**config.mk**
```make
export PLATFORM = sky130hd
export DESIGN_NAME = bcd_xs3_serial_conv
export DESIGN_NICKNAME = d
export VERILOG_FILES = /design/src/rtl/bcd_xs3_pkg.sv /design/src/rtl/xs3_digit_conv.sv /design/src/rtl/bcd_xs3_serial_conv.sv
export SDC_FILE = /design/constraint.sdc
export NUM_CORES = 1
export LEC_CHECK = 0
export ABC_AREA = 1
export BUFFER_PORTS_ARGS = -buffer_cell sky130_fd_sc_hd__buf_2
export CAP_MARGIN = 15
export CORE_ASPECT_RATIO = 0.75
export CORE_UTILIZATION = 30
export DETAILED_ROUTE_END_ITERATION = 6
export GPL_TIMING_DRIVEN = 0
export RECOVER_POWER = 25
export REMOVE_ABC_BUFFERS = 1
export SLEW_MARGIN = 5
export SYNTH_ARGS = -nofsm -noshare
export SYNTH_HDL_FRONTEND = slang
export SYNTH_SLANG_ARGS = --single-unit
```
**constraint.sdc**
```tcl
create_clock -name clk -period 3.51 [get_ports clk]
set_clock_uncertainty 0.2 [all_clocks]
set_input_delay 0.8775 -clock clk [delete_from_list [all_inputs] [get_ports clk]]
set_output_delay 0.8775 -clock clk [all_outputs]
set_load 0.1 [all_outputs]
```
**src/rtl/bcd_xs3_pkg.sv**
```systemverilog
// Shared types and constants for the digit-serial BCD <-> Excess-3 converter.
// Used by xs3_digit_conv and bcd_xs3_serial_conv.
package bcd_xs3_pkg;

  typedef enum logic [1:0] {
    IDLE,
    CONV,
    DONE
  } state_t;

  localparam logic [3:0] XS3_OFFSET   = 4'd3;
  localparam logic [3:0] BCD_MAX      = 4'd9;
  localparam logic [3:0] XS3_MIN      = 4'd3;
  localparam logic [3:0] XS3_MAX      = 4'd12;
  localparam logic [3:0] ILLEGAL_CODE = 4'hF;

  localparam logic MODE_BCD2XS3 = 1'b0;
  localparam logic MODE_XS32BCD = 1'b1;

endpackage

```
**src/rtl/xs3_digit_conv.sv**
```systemverilog
// Combinational single-digit BCD <-> Excess-3 converter with illegal-code flag.
// Illegal digits map to ILLEGAL_CODE.
module xs3_digit_conv
  import bcd_xs3_pkg::*;
(
  input  logic [3:0] i_digit,
  input  logic       i_mode,
  output logic [3:0] o_result,
  output logic       o_illegal
);

  always_comb begin
    o_result  = ILLEGAL_CODE;
    o_illegal = 1'b1;
    unique case (i_mode)
      MODE_BCD2XS3: begin
        if (i_digit <= BCD_MAX) begin
          o_result  = i_digit + XS3_OFFSET;
          o_illegal = 1'b0;
        end
      end
      MODE_XS32BCD: begin
        if (i_digit >= XS3_MIN && i_digit <= XS3_MAX) begin
          o_result  = i_digit - XS3_OFFSET;
          o_illegal = 1'b0;
        end
      end
    endcase
  end

endmodule

```
**src/rtl/bcd_xs3_serial_conv.sv**
```systemverilog
// Digit-serial N-digit BCD <-> Excess-3 converter, LSD first, valid/ready.
// Optional per-digit error mask port: define BCD_XS3_ERR_MASK_EN.
module bcd_xs3_serial_conv
  import bcd_xs3_pkg::*;
#(
  parameter int NUM_DIGITS = 4,
  parameter int CNT_W      = 3
) (
  input  logic                    clk,
  input  logic                    rst_n,
  input  logic                    in_valid,
  output logic                    in_ready,
  input  logic                    in_mode,
  input  logic [4*NUM_DIGITS-1:0] in_data,
  output logic                    out_valid,
  input  logic                    out_ready,
  output logic [4*NUM_DIGITS-1:0] out_data,
  output logic                    out_err
`ifdef BCD_XS3_ERR_MASK_EN
  ,
  output logic [NUM_DIGITS-1:0]   out_err_mask
`endif
);

  state_t                  r_state;
  state_t                  w_next;
  logic [CNT_W-1:0]        r_cnt;
  logic [4*NUM_DIGITS-1:0] r_data;
  logic [4*NUM_DIGITS-1:0] r_result;
  logic                    r_mode;
  logic [3:0]              w_digit;
  logic [3:0]              w_res;
  logic                    w_ill;
  logic                    w_last;

`ifdef BCD_XS3_ERR_MASK_EN
  logic [NUM_DIGITS-1:0]   r_err_mask;
  assign out_err      = |r_err_mask;
  assign out_err_mask = r_err_mask;
`else
  logic                    r_err;
  assign out_err = r_err;
`endif

  assign out_data = r_result;
  assign w_last   = (r_cnt == CNT_W'(NUM_DIGITS - 1));

  always_comb begin
    w_digit = '0;
    for (int i = 0; i < NUM_DIGITS; i++) begin
      if (r_cnt == CNT_W'(i)) w_digit = r_data[i*4 +: 4];
    end
  end

  xs3_digit_conv u_conv (
    .i_digit   (w_digit),
    .i_mode    (r_mode),
    .o_result  (w_res),
    .o_illegal (w_ill)
  );

  always_ff @(posedge clk or negedge rst_n) begin
    if (!rst_n) r_state <= IDLE;
    else        r_state <= w_next;
  end

  always_comb begin
    w_next    = r_state;
    in_ready  = 1'b0;
    out_valid = 1'b0;
    unique case (r_state)
      IDLE: begin
        in_ready = 1'b1;
        if (in_valid) w_next = CONV;
      end
      CONV: begin
        if (w_last) w_next = DONE;
      end
      DONE: begin
        out_valid = 1'b1;
        if (out_ready) w_next = IDLE;
      end
      default: w_next = IDLE;
    endcase
  end

  always_ff @(posedge clk or negedge rst_n) begin
    if (!rst_n) begin
      r_cnt    <= '0;
      r_data   <= '0;
      r_mode   <= 1'b0;
      r_result <= '0;
`ifdef BCD_XS3_ERR_MASK_EN
      r_err_mask <= '0;
`else
      r_err      <= 1'b0;
`endif
    end else begin
      unique case (r_state)
        IDLE: begin
          if (in_valid) begin
            r_data   <= in_data;
            r_mode   <= in_mode;
            r_result <= '0;
            r_cnt    <= '0;
`ifdef BCD_XS3_ERR_MASK_EN
            r_err_mask <= '0;
`else
            r_err      <= 1'b0;
`endif
          end
        end
        CONV: begin
          for (int i = 0; i < NUM_DIGITS; i++) begin
            if (r_cnt == CNT_W'(i)) begin
              r_result[i*4 +: 4] <= w_res;
`ifdef BCD_XS3_ERR_MASK_EN
              r_err_mask[i]      <= w_ill;
`endif
            end
          end
`ifndef BCD_XS3_ERR_MASK_EN
          if (w_ill) r_err <= 1'b1;
`endif
          r_cnt <= r_cnt + 1'b1;
        end
        default: ;
      endcase
    end
  end

endmodule

```
==> impl_metrics.csv <==
group,metric,value,unit
timing,rsz0062_at_grt,"false",
final_layout,area_delta_synth_final,20.1,%
place,dp_hpwl,3430,um
synth,synth_fa_ha_area_share,3.76,%
worst_hold_path,hold_path.class,"register to register",
timing,final_hold_viol_count,0,
clocking,clkTransAtPathRegs,0.08,ns
grt,overflow,0,
timing,finalHoldWorstSlack,0.278,ns
worst_setup_path,cp.arrival,2.72,ns
timing,relSlewSlack,-37.6,%
worst_setup_path,reg2reg_depth,7,
worst_setup_path,cp_max_fo,25,
routing,final_antenna_net_count,0,
clocking,ctsHoldBuffers,0,
final_layout,drive_above_1_share,21.6,%
worst_setup_path,crit_type,"input pin to register",
worst_setup_path,cp_top_family,"buffers and inverters",
outcome,violations,"capacitance limit, slew limit",
timing,maxSlewViolCount,40,
clocking,clockBufferDepth,2,
synth,synth-simple-area-share,33.5,%
synth,yosys.area.top_type,"dfrtp_1",
floorplanning,num_rows,25,
timing,worst_pin_slew,2.06,ns
worst_setup_path,r2r_setup_slack,1.00,ns
worst_setup_path,worstReg2RegEnd,"out_data[2]$_DFFE_PN0P_",
routing,drt_iter0_drc,104,
synth,synthTopCellsByArea,"dfrtp_1 (49%), nand2_1 (22%), nand3_1 (5.0%)",
synth,synth_area,2000,um2
synth,synth-xor-area-share,0,%
final_layout,final_common_cell,"nand2_1",
clocking,clock-root-buffer,"clkbuf_8",
routing,firstDrtPassIters,4,
routing,post_drt_wl_per_cell,11.7,um
clocking,cts_setup_buffers,0,
clocking,cts_tree,"built",
grt,grt_pass1_wl,7940,um
place,gp_congestion,0.907,
floorplanning,num_io_pins,40,
floorplanning,die-area,6990,um2
worst_setup_path,worstSetupEndpointType,"register",
final_layout,diodes,0,
routing,wl,4540,um
clocking,numCtsBuffers,5,
worst_hold_path,hold-path-endpoint,"out_data[6]$_DFFE_PN0P_",
worst_setup_path,r2r-start,"r_state[0]$_DFFE_PN0P_",
synth,yosysTopAreaCellShare,48.9,%
synth,ys_seq_area_share,48.9,%
grt,grt.total_usage,14.7,%
worst_setup_path,cpPeakStageDelay,0.51,ns
floorplanning,coreArea,6350,um2
place,post-place-cells,379,
worst_setup_path,cp.required,3.49,ns
floorplanning,die_x,96.2,um
floorplanning,start_util,31.4,%
synth,synth-compound-area-share,7.71,%
routing,num_vias,1736,
synth,synth_seq_cells,39,
timing,setup_viol,0,
synth,syn_area_per_cell,7.62,um2
timing,fmax,364,MHz
grt,antenna_found_initial,0,
synth,syn_inst,262,
worst_setup_path,slowest_stage,"a21oi_1",
worst_setup_path,startpoint_type,"input pin",
place,portBuffers,39,
final_layout,mostFrequentLayoutCells,"nand2_1 (118), dfrtp_1 (39), buf_2 (38)",
clocking,cts.sinks,39,
final_layout,fill_cells,708,
synth,synth_cell_types,22,
timing,period_minus_slack,2.75,ns
clocking,h-tree-depth,2,
worst_hold_path,worstHoldStart,"out_data[6]$_DFFE_PN0P_",
worst_setup_path,worst-path-buf-inv,3,
synth,yosys_warnings,0,
clocking,cts_resized,0,
final_layout,finalNetCount,332,
timing,fin_crit_sh,78.2,%
run,drv_cap,1,
floorplanning,chipHeight,72.7,um
clocking,clkLatencyLatePin,0.29,ns
final_layout,fin_cells,387,
routing,post-route-drc-count,0,
routing,vias_per_cell,4.49,
synth,muxShareOfSynthArea,0,%
synth,synth_top_family_by_area,"simple AND/OR/NAND/NOR gates",
grt,grt_pass1_vias,1749,
worst_setup_path,crit_chain,"buf_2 -> nand2_1 -> inv_1 -> a21oi_1 -> inv_1 -> nand3_1 -> nand2_1",
outcome,outcome,"complete, but fails checks",
grt,grt_max_degree,40,
worst_hold_path,hold_depth,2,
## logic make-up after synthesis
| kind of cell | after synthesis |
|---|---|
| adder cells (fa/ha/maj) | 6 |
| AO/OA/AOI/OAI | 25 |
| AND/OR/NAND/NOR | 159 |
| flip-flops | 39 |
| buffers and inverters | 33 |
## worst min-delay path, delay by kind of cell (launching register included)
kind             cells  cell delay [ns]
AND/OR/NAND/NOR      2             0.10
flip-flops           1             0.35
## through the flow
stage	setup TNS, ns	worst slack [ns]	utilization (%)	cell area [um2]
2_1_floorplan	-0.0782	-0.0330	-	1990
3_5_place_dp	0	0.446	35.9	2280
5_1_grt	0	0.467	37.8	2400
4_1_cts	0	0.730	37.8	2400
6_report	0	0.765	37.8	2400
3_3_place_gp	0	0.466	35.9	2280
## cell type report
class,count,area (um2),share of cell area (%)
sequential,39,976,40.7
multi-input combinational,190,897,37.4
timing repair buffer,39,194,8.09
inverter,30,113,4.69
tap,81,101,4.23
clock buffer,6,82.6,3.44
clock inverter,2,35.0,1.46
## how the worst max path moves through the flow
stage | from | endpoint | slack [ns] | cells after the start
finish | in_valid | out_data[2]$_DFFE_PN0P_ | 0.76 | 7
global route | rst_n | r_data[12]$_DFFE_PN0P_ | 0.47 | 1
CTS | in_valid | out_data[2]$_DFFE_PN0P_ | 0.73 | 7
detailed placement | in_valid | out_data[2]$_DFFE_PN0P_ | 0.45 | 7
global placement | in_valid | out_data[2]$_DFFE_PN0P_ | 0.47 | 7
floorplan | r_state[0]$_DFFE_PN0P_ | out_data[2]$_DFFE_PN0P_ | -0.03 | 7
## flip-flops by register name, indices dropped and copies added (netlist names)
signal and count:
r_state 2, r_cnt 3, r_mode 1, out_err 1, out_data 16, r_data 16
## routing by layer
layer | up-vias | part of all wire (%) | GRT usage (%)
met1 | 788 | 51 | 21.2
met3 | 6 | 5.7 | 3.44
met5 | - | 0 | 0
met2 | 46 | 42 | 21.8
li1 | 896 | - | -
met4 | 0 | 1.1 | 4.31
## synth_stat cells
cell        n
inv_2       6
nand2_2     6
nor2_4      1
inv_1      24
ha_1        6
a21oi_4     1
o21ai_1     5
a21boi_2    1
o22ai_1     1
nand3_1    20
dfrtp_1    39
o31ai_1     1
o21ai_0    12
a21oi_2     1
nand2_1   118
clkbuf_1    3
nand3b_1    1
a21oi_1     2
o21ai_2     1
nand2_4     1
nor2_1     10
nand3_2     2
Power is not shown: default switching activity piles up to over one toggle a cycle in this logic, so the estimate is an artifact.
